--- src/rtl/keypad_scanner.sv ---
// keypad_scanner: 4x4 matrix keypad scanner with a synchronizer, scan divider,
// per-scan debounce FSM and key decode into digit/operator/execute/clear strobes.
// Optional feature: define KEYPAD_AUTOREPEAT_EN to re-emit held digit/operator keys
// every REPEAT_SCANS scans.
module keypad_scanner #(
  parameter int unsigned SCAN_DIV       = 1000,
  parameter int unsigned DEBOUNCE_SCANS = 4,
  parameter int unsigned REPEAT_SCANS   = 50
) (
  input  logic       clk,
  input  logic       reset,
  input  logic [3:0] col_n,
  output logic [3:0] row_n,
  output logic       digit_pulse,
  output logic [3:0] digit_val,
  output logic       op_pulse,
  output logic [1:0] op_code,
  output logic       execute_pulse,
  output logic       clear_pulse,
  output logic       key_held
);

  localparam int unsigned DIV_W = (SCAN_DIV > 1) ? $clog2(SCAN_DIV) : 1;
  localparam logic [DIV_W-1:0] DIV_LAST = DIV_W'(SCAN_DIV - 1);
  localparam logic [3:0] DEB_LAST = 4'(DEBOUNCE_SCANS);

  typedef enum logic [1:0] {IDLE = 2'd0, DEBOUNCE = 2'd1, HELD = 2'd2} state_t;

  state_t           state, state_nxt;
  logic [3:0]       col_meta, col_sync;
  logic [DIV_W-1:0] div;
  logic [1:0]       row_idx;
  logic [15:0]      snapshot;
  logic             scan_done;
  logic [4:0]       ones;
  logic [3:0]       idx;
  logic             scan_single, scan_none;
  logic [3:0]       cand, cnt, cnt_inc;
  logic [1:0]       key_row, key_col;
  logic             is_op, is_clear, is_exec, is_digit;
  logic [3:0]       dec_digit;
  logic             fire;

  // Two-flop synchronizer for the asynchronous column lines
  always_ff @(posedge clk or posedge reset) begin
    if (reset) begin
      col_meta <= 4'hF;
      col_sync <= 4'hF;
    end else begin
      col_meta <= col_n;
      col_sync <= col_meta;
    end
  end

  // Row divider: hold each row for SCAN_DIV cycles, capture its columns at terminal count
  always_ff @(posedge clk or posedge reset) begin
    if (reset) begin
      div       <= '0;
      row_idx   <= 2'd0;
      row_n     <= 4'b1110;
      snapshot  <= 16'h0000;
      scan_done <= 1'b0;
    end else begin
      scan_done <= 1'b0;
      if (div == DIV_LAST) begin
        div                              <= '0;
        snapshot[{row_idx, 2'b00} +: 4]  <= ~col_sync;
        row_idx                          <= row_idx + 2'd1;
        row_n                            <= ~(4'b0001 << (row_idx + 2'd1));
        scan_done                        <= (row_idx == 2'd3);
      end else begin
        div <= div + DIV_W'(1);
      end
    end
  end

  // Scan classification: count pressed keys and remember the position of one of them
  always_comb begin
    ones = 5'd0;
    idx  = 4'd0;
    for (int i = 0; i < 16; i++) begin
      if (snapshot[i]) begin
        ones = ones + 5'd1;
        idx  = 4'(i);
      end
    end
    scan_single = (ones == 5'd1);
    scan_none   = (ones == 5'd0);
    cnt_inc     = cnt + 4'd1;
  end

  // Key decode of the single pressed position
  always_comb begin
    key_row   = idx[3:2];
    key_col   = idx[1:0];
    is_op     = (key_col == 2'd3);
    is_clear  = (key_row == 2'd3) && (key_col == 2'd0);
    is_exec   = (key_row == 2'd3) && (key_col == 2'd2);
    is_digit  = !is_op && !is_clear && !is_exec;
    dec_digit = (key_row == 2'd3) ? 4'd0 : (4'(key_row) * 4'd3 + 4'(key_col) + 4'd1);
  end

  // FSM state register
  always_ff @(posedge clk or posedge reset) begin
    if (reset) state <= IDLE;
    else       state <= state_nxt;
  end

  // FSM next state, evaluated once per completed scan
  always_comb begin
    state_nxt = state;
    if (scan_done) begin
      case (state)
        IDLE:     if (scan_single) state_nxt = (DEB_LAST == 4'd1) ? HELD : DEBOUNCE;
        DEBOUNCE: begin
          if (scan_single && (idx == cand)) begin
            if (cnt_inc == DEB_LAST) state_nxt = HELD;
          end else begin
            state_nxt = IDLE;
          end
        end
        HELD:     if (scan_none && (cnt_inc == DEB_LAST)) state_nxt = IDLE;
        default:  state_nxt = IDLE;
      endcase
    end
  end

  // Candidate key and shared press/release scan counter
  always_ff @(posedge clk or posedge reset) begin
    if (reset) begin
      cand <= 4'd0;
      cnt  <= 4'd0;
    end else if (scan_done) begin
      case (state)
        IDLE: begin
          if (scan_single) begin
            cand <= idx;
            cnt  <= (state_nxt == HELD) ? 4'd0 : 4'd1;
          end
        end
        DEBOUNCE: cnt <= (state_nxt == DEBOUNCE) ? cnt_inc : 4'd0;
        HELD:     cnt <= (scan_none && (state_nxt == HELD)) ? cnt_inc : 4'd0;
        default:  cnt <= 4'd0;
      endcase
    end
  end

`ifdef KEYPAD_AUTOREPEAT_EN
  localparam logic [7:0] REP_LAST = 8'(REPEAT_SCANS - 1);
  logic [7:0] rep;

  // Repeat counter: consecutive scans of the same held key
  always_ff @(posedge clk or posedge reset) begin
    if (reset) begin
      rep <= 8'd0;
    end else if (scan_done) begin
      if ((state == HELD) && scan_single && (idx == cand))
        rep <= (rep == REP_LAST) ? 8'd0 : rep + 8'd1;
      else
        rep <= 8'd0;
    end
  end
`endif

  // FSM output: strobe on acceptance (and on repeat when built in)
  always_comb begin
    fire = (state != HELD) && (state_nxt == HELD);
`ifdef KEYPAD_AUTOREPEAT_EN
    if (scan_done && (state == HELD) && scan_single && (idx == cand) &&
        (rep == REP_LAST) && !is_clear && !is_exec)
      fire = 1'b1;
`endif
  end

  // Registered strobes, key values and held flag
  always_ff @(posedge clk or posedge reset) begin
    if (reset) begin
      digit_pulse   <= 1'b0;
      digit_val     <= 4'd0;
      op_pulse      <= 1'b0;
      op_code       <= 2'd0;
      execute_pulse <= 1'b0;
      clear_pulse   <= 1'b0;
      key_held      <= 1'b0;
    end else begin
      digit_pulse   <= fire && is_digit;
      op_pulse      <= fire && is_op;
      execute_pulse <= fire && is_exec;
      clear_pulse   <= fire && is_clear;
      key_held      <= (state_nxt == HELD);
      if (fire && is_digit) digit_val <= dec_digit;
      if (fire && is_op)    op_code   <= key_row;
    end
  end

endmodule

--- config.mk ---
export PLATFORM = sky130hd
export DESIGN_NAME = keypad_scanner
export DESIGN_NICKNAME = d
export VERILOG_FILES = /design/src/rtl/keypad_scanner.sv
export SDC_FILE = /design/constraint.sdc
export NUM_CORES = 1
export LEC_CHECK = 0
export ABC_CLOCK_PERIOD_IN_PS = 17900
export CAP_MARGIN = 5
export CORE_MARGIN = 2
export CORE_UTILIZATION = 25
export DETAILED_ROUTE_END_ITERATION = 8
export GPL_ROUTABILITY_DRIVEN = 0
export PLACE_DENSITY = 0.49
export SKIP_CTS_REPAIR_TIMING = 1
export SYNTH_ARGS = -nofsm -noshare
export SYNTH_HDL_FRONTEND = slang
export SYNTH_SLANG_ARGS = --single-unit
--- constraint.sdc ---
create_clock -name clk -period 17.9 [get_ports clk]
set_input_delay 3.58 -clock clk [delete_from_list [all_inputs] [get_ports clk]]
set_output_delay 3.58 -clock clk [all_outputs]
set_load 0.01 [all_outputs]
==> results of run 1 <==
## per-layer routing
layer	GRT usage, %	up-vias	wire length (um)
li1	-	1821	-
met1	13.64	1699	4664
met2	16.87	44	4629
met3	1.698	6	228
met4	4.105	0	76
met5	0	-	0
## area by class of cell
type                       count  area (um2)  area share [%]
tap                          234       292.8           5.395
inverter                      36       135.1           2.490
clock inverter                 7       73.82           1.360
clock buffer                   9       225.2           4.150
multi-input combinational    390        2912           53.65
sequential                    62        1565           28.84
timing repair buffer          23       222.7           4.104
## cell families (layout without fill, tap and decap cells)
kind of cell | after synthesis | in the layout | share of synthesized area (%)
and+or+nand+nor | 172 | 172 | 18.04
AOI/OAI and AO/OA | 113 | 113 | 17.56
DFF | 62 | 62 | 33.43
xor gates and xnor gates | 60 | 60 | 14.75
buffers and inverters | 52 | 75 | 4.383
adders and majority gates | 29 | 29 | 8.070
muxes | 16 | 16 | 3.768
## flip-flops by register name (all words and copies together) (netlist names), 4 cells and up
register,flops
snapshot,16
div,10
cnt,4
row_n,4
cand,4
col_meta,4
digit_val,4
col_sync,4
## placed cells by master, fill, tap and decap left out, types with 5 or more instances in the layout
cell type	netlist	layout
a21oi_1	12	12
a31o_2	5	5
and2_1	6	6
and3_1	5	5
clkbuf_16	0	9
clkdlybuf4s50_1	0	20
dfrtp_1	51	51
dfstp_2	11	11
ha_1	27	27
inv_1	36	35
mux2_1	5	5
mux2i_1	7	7
nand2_1	60	60
nand2b_1	10	10
nand3_1	19	19
nand4_1	5	5
nor2_1	32	32
nor3_1	5	5
o211ai_1	6	6
o21ai_0	25	25
o31ai_1	17	17
or2_2	9	9
xnor2_1	24	24
xor2_1	23	23
## Yosys cell counts (3+ instances only)
cell type   n
nand2_1    60
dfrtp_1    51
inv_1      36
nor2_1     32
ha_1       27
o21ai_0    25
xnor2_1    24
xor2_1     23
nand3_1    19
o31ai_1    17
clkbuf_1   13
a21oi_1    12
dfstp_2    11
nand2b_1   10
or2_2       9
mux2i_1     7
and2_1      6
o211ai_1    6
a31o_2      5
and3_1      5
mux2_1      5
nand4_1     5
nor3_1      5
o2111ai_1   4
o22ai_1     4
nor2b_1     3
o21ai_1     3
o32ai_1     3
or3_1       3
xnor3_1     3
xor3_2      3
## per-stage QoR
stage / worst slack, ns / power (mW) / instances / util [%] / instance area, um2
floorplan: 7.455 / 0.1468 / 504 / - / 4682
global placement: 6.836 / 0.1493 / 745 / 27.69 / 5127
detailed placement: 6.517 / 0.1494 / 745 / 27.69 / 5127
CTS: 6.465 / 0.3247 / 761 / 29.30 / 5426
global route: 5.612 / 0.3308 / 761 / 29.30 / 5426
finish: 6.510 / 0.3172 / 761 / 29.30 / 5426
## where the power goes
group / switching [mW] / leakage, nW / total (mW) / internal, mW
registers: 0.000788 / 0.813 / 0.143 / 0.142
clock network: 0.0626 / 0.146 / 0.171 / 0.108
logic: 0.00283 / 1.44 / 0.00394 / 0.00111
total: 0.0662 / 2.40 / 0.317 / 0.251
## critical path, delay by kind of cell (launching register included)
| family | cells | cell delay, ns |
|---|---|---|
| and+or+nand+nor | 18 | 3.22 |
| buffers and inverters | 3 | 0.18 |
| DFF | 1 | 0.39 |
| xor gates and xnor gates | 1 | 0.37 |
| AOI/OAI and AO/OA | 12 | 2.10 |
| adders and majority gates | 14 | 4.09 |
| muxes | 3 | 0.90 |
## how the worst min path moves through the flow
stage | startpoint | end | slack [ns] | cells after the start
after global placement | col_meta[3]$_DFF_PP1_ | col_sync[3]$_DFF_PP1_ | 0.35 | 0
after floorplan | col_meta[0]$_DFF_PP1_ | col_sync[0]$_DFF_PP1_ | 0.35 | 0
after global routing | col_meta[3]$_DFF_PP1_ | col_sync[3]$_DFF_PP1_ | 0.36 | 0
final | col_meta[0]$_DFF_PP1_ | col_sync[0]$_DFF_PP1_ | 0.36 | 0
after CTS | col_meta[0]$_DFF_PP1_ | col_sync[0]$_DFF_PP1_ | 0.36 | 0
after detailed placement | col_meta[0]$_DFF_PP1_ | col_sync[0]$_DFF_PP1_ | 0.35 | 0
==> impl_results.md, run 1 <==
* Syn Area/Cell at 9.290 um2
* Setup TNS at 0 ns
* Worst Path Required at about 18 ns
* Leakage at 2.395 nW
* Sink Count at slightly above 60
* Headroom to the max-slew limit at a little under half
* Gr usage total at 10.31%
* WL/cell at 12.61 um
* Worst vdd ir at ~0.065 mV
* I/O pins at 21
* DR vias/cell at 4.691
* Largest net degree at the start of global routing at 63
* Post-route ant nets at 0
* Power Density at 58.46 nW/um2
* Die Wd at 140.9 um
* CTS tree: built
* Synth warn at 0
* FF-to-FF setup slack at 6.51 ns
* Filler Cell Count at around 1,900
* Mapped Area at 4682 um2
* Synthesis-stage register bit count at 62
* Slew Limit Fails at 0
* Floorplan row count at 50
* Crit path DAT at approximately 12 ns
* Drt pass-1 iters at 4
* R2R Path Start: snapshot[1]$_DFFE_PP0P_
* Largest stage delay, worst path at 0.43 ns
* DIE HEIGHT at 140.9 um
* R2r worst-path depth at 51
* Max FO, Critical Path at 6
* Worst hold margin at ~0.36 ns
* Post-synth EDFFs at 0
* Crit. End Element: register
* Final Skew at 0.007368 ns
* Worst-path clk slew at 0.06 ns
* Synth cell types at 77
* Vias at 3,570
* Max Cap Viol at 0
* Final Hold Vio Count at 0
* Layout area overhead at 15.90%
* FFs w/ async S/R, synth at 100.0%
* Sequential share of the synthesized area at 33.43%
* Critical Path Source: snapshot[1]$_DFFE_PP0P_
* Achievable frequency at 87.80 MHz
* Later-pin clock latency in the skew report at 0.33 ns
* Top_reg_cell synth: dfrtp_1
* Min-delay worst type: register to register
* Final HPWL from detailed placement at between 7 and 8 mm
* Clk buf depth at 2
* Die Footprint at 19,840 um2
* Area leader, netlist: dfrtp_1
* Root buffer cell: clkbuf_16
* N_diodes at 0
* Setup crit end: op_code[0]$_DFFE_PP0P_
* First-pass GRT wire length at 16.75 mm
* Initial core utilization at 25.28%
* R2R Path End: op_code[0]$_DFFE_PP0P_
* H-Tree Level Count at 3
* PortBufs at 20
* Slowest stage cell, crit path: nor3_2
* Fin crit share at between 60 and 70%
* Post-synth top area share at 27.26%
* Vias in the first global route at around 3,500
* Final nets at 557
* Post-Synthesis Cells at 504
* Status: finished, final reports clean
* Syn Nets at about 540
* Finish-stage setup viols at 0
* Core Region at 18,520 um2
* RSZ-0062 raised after global routing: false
* Layout cells sized above 1 at a little over an eighth
* Least-Margin Pin Slew at 0.7828 ns
* WS Path Type: register to register
* DR iter-0 viols at 154
* Total congestion overflow at 0
* Largest cells by area after synthesis: dfrtp_1 27%, ha_1 7.2%, dfstp_2 6.2%, nand2_1 4.8%, xnor2_1 4.5%
* Tmin final at 11.39 ns
* Initial antenna violation count at 0
* CP Launch Type: register
* CP most frequent cell: ha_1
* CTS buffer count at 9
* DRC viols at 0
* Drt total wl at 9.599 mm
No activity file was read; power rests on OpenSTA's default activity.
==> run 2, diff against run 1 <==
- ABC_CLOCK_PERIOD_IN_PS: 17900 -> 11300
- clock period: 17.9 -> 11.3 ns (I/O delays scaled with it)
==> run 2 against run 1 <==
Cell area rose by 3.2%. Sequential cell count did not move. Clock skew rose by 0.0010 ns. Total power rose by 61%. Global-route usage rose by 0.20 points. First-iteration DRC count did not move. Fmax rose by 6.5%. Clock-buffer cell count did not move. Die area did not move. Highest routed layer unchanged. Final cell count rose by 0.92%. Register-to-register slack got worse by 5.9 ns.
==> impl_results.md, run 2 (synthesized netlist as in run 1, its figures left out) <==
* Slew Limit Fails at 0 (unchanged)
* Placed Area at 5150 um2 (was 5127 um2)
* Later-pin clock latency in the skew report at 0.33 ns (about the same)
* Largest register FFs at 16 (unchanged)
* PortBufs at 20 (unchanged)
* Gr usage total at 10.50% (was 10.31%)
* Placed cells at 748 (was 745)
* Final Cell Area at 5600 um2 (was 5426 um2)
* Vias in the first global route at 3,519 (was 3,503)
* CTS buffer count at 9 (unchanged)
* Worst hold margin at 0.3544 ns (was 0.3561 ns)
* DIE HEIGHT at 140.9 um (unchanged)
* Headroom to the max-slew limit at 48.72% (was 47.82%)
* Filler Cell Count at 1,947 (was 1,911)
* Finish-stage setup viols at 0 (unchanged)
* Max FO, Critical Path at 6 (unchanged)
* First-pass GRT wire length at 17.04 mm (was 16.75 mm)
* Min-delay worst type: register to register (unchanged)
* Crit path DAT at 10.91 ns (was 11.59 ns)
* Total power at 511.4 uW (was 317.2 uW)
* WS Path Type: register to register (unchanged)
* Area of the multi-input gates at 3024 um2 (was 2912 um2)
* Tmin final at 10.70 ns (was 11.39 ns)
* Power Density at 91.31 nW/um2 (was 58.46 nW/um2)
* Initial antenna violation count at 0 (unchanged)
* Commonest non-fill, non-tap cell in the layout: nand2_1 (unchanged)
* Final Skew at 0.008390 ns (was 0.007368 ns)
* Crit. End Element: register (unchanged)
* FF/Latch Area at 1567 um2 (was 1565 um2)
* Worst Path Required at 11.51 ns (was 18.11 ns)
* WL/cell at 12.84 um (was 12.61 um)
* Post-route ant nets at 0 (unchanged)
* Root buffer cell: clkbuf_16 (unchanged)
* DR iter-0 viols at 154 (unchanged)
* Biggest regs: snapshot x16, div x10 (unchanged)
* Achievable frequency at 93.47 MHz (was 87.80 MHz)
* Die Footprint at 19,840 um2 (unchanged)
* Drt total wl at 9.863 mm (was 9.599 mm)
* N_diodes at 0 (unchanged)
* Worst vdd ir at 0.1072 mV (was 0.06503 mV)
* Layout cells sized above 1 at 17.60% (was 13.09%)
* Die Wd at 140.9 um (unchanged)
* Worst-path clk slew at 0.06 ns (about the same)
* CP most frequent cell: ha_1 (unchanged)
* Max Cap Viol at 0 (unchanged)
* Largest net degree at the start of global routing at 63 (unchanged)
* Initial core utilization at 25.28% (unchanged)
* Fin crit share at 94.68% (was 63.63%)
* Setup TNS at 0 ns (unchanged)
* Drt pass-1 iters at 4 (unchanged)
* Total congestion overflow at 0 (unchanged)
* Core Region at 18,520 um2 (unchanged)
* Most frequent cells in the layout: 56 x nand2_1, 50 x dfrtp_1, 35 x inv_1 (was 60 x nand2_1, 51 x dfrtp_1, 35 x inv_1)
* Floorplan row count at 50 (unchanged)
* Status: finished, final reports clean (unchanged)
* H-Tree Level Count at 3 (unchanged)
* Largest stage delay, worst path at 0.43 ns (about the same)
* Slowest stage cell, crit path: dfrtp_2 (was nor3_2)
* Layout area overhead at 19.62% (was 15.90%)
* Final HPWL from detailed placement at 7.407 mm (was 7.451 mm)
* Final nets at 564 (was 557)
* Sink Count at 62 (unchanged)
* Clk buf depth at 2 (unchanged)
* CTS tree: built (unchanged)
* Final Hold Vio Count at 0 (unchanged)
* Final Worst Setup Slack at 0.6011 ns (was 6.510 ns)
* Most flop-heavy register: snapshot (unchanged)
* Leakage at 2.438 nW (was 2.395 nW)
* Non-filler cells, final at 768 (was 761)
* DR vias/cell at 4.733 (was 4.691)
* I/O pins at 21 (unchanged)
* Final core occ at 30.24% (was 29.30%)
* DRC viols at 0 (unchanged)
* Least-Margin Pin Slew at 0.7692 ns (was 0.7828 ns)
* Vias at 3,635 (was 3,570)
* CP Launch Type: register (unchanged)
* DP Worst Slack at 0.1414 ns (was 6.517 ns)
## run 2: changes by cell type in the layout (fill, tap and decap cells not counted), moves of 4 or more
cell,previous run,this run
buf_4,3,10
nand3_2,1,5
nand2_1,60,56
o21ai_0,25,21
nand2_2,0,4
nand3_1,19,15
## run 2: worst max-delay path, delay by kind of cell (launching register included)
kind	cells	cell delay, ns
compound gates	11	1.56
xor+xnor	3	0.70
fa+ha+maj	13	3.53
buf+inv	1	0.06
flops	1	0.43
mux	3	0.88
simple gates	20	3.39
## run 2: area by class of cell
class | instances | area share, %
Clock buffer | 9 | 4.021
Clock inverter | 7 | 1.452
Inverter | 36 | 2.413
Multi-Input combinational cell | 390 | 54.00
Sequential cell | 62 | 27.97
Tap cell | 234 | 5.228
Timing Repair Buffer | 30 | 4.915
## run 2: worst paths after layout
| check | start | to | slack (ns) | cells past startpoint |
|---|---|---|---|---|
| max | snapshot[1]$_DFFE_PP0P_ | op_code[1]$_DFFE_PP0P_ | 0.60 | 51 |
| min | col_meta[2]$_DFF_PP1_ | col_sync[2]$_DFF_PP1_ | 0.35 | 0 |
| max reg2reg | snapshot[1]$_DFFE_PP0P_ | op_code[1]$_DFFE_PP0P_ | 0.60 | 51 |
| min reg2reg | col_meta[2]$_DFF_PP1_ | col_sync[2]$_DFF_PP1_ | 0.35 | 0 |
| max in group asynchronous | reset | snapshot[1]$_DFFE_PP0P_ | 8.28 | 3 |
| min in group asynchronous | reset | digit_pulse$_DFF_PP0_ | 2.48 | 3 |
## run 2: power breakdown
| group | switching (mW) | total [mW] | leakage [nW] | internal (mW) |
|---|---|---|---|---|
| logic | 0.00439 | 0.00614 | 1.48 | 0.00175 |
| registers | 0.00130 | 0.226 | 0.812 | 0.225 |
| clock network | 0.106 | 0.279 | 0.147 | 0.173 |
## run 2: per-layer routing
metal | up-vias | wire length [um] | GRT usage, %
met5 | - | 0 | 0
met1 | 1745 | 4660 | 13.62
li1 | 1841 | - | -
met2 | 40 | 4813 | 17.64
met3 | 9 | 236 | 2.038
met4 | 0 | 153 | 3.474
==> run 3, diff against run 2 <==
- CAP_MARGIN: 5 -> 20
- SKIP_CTS_REPAIR_TIMING: 1 -> default
==> results of run 3 <==
The final DEF is identical to that of run 2; final timing and power are the same.
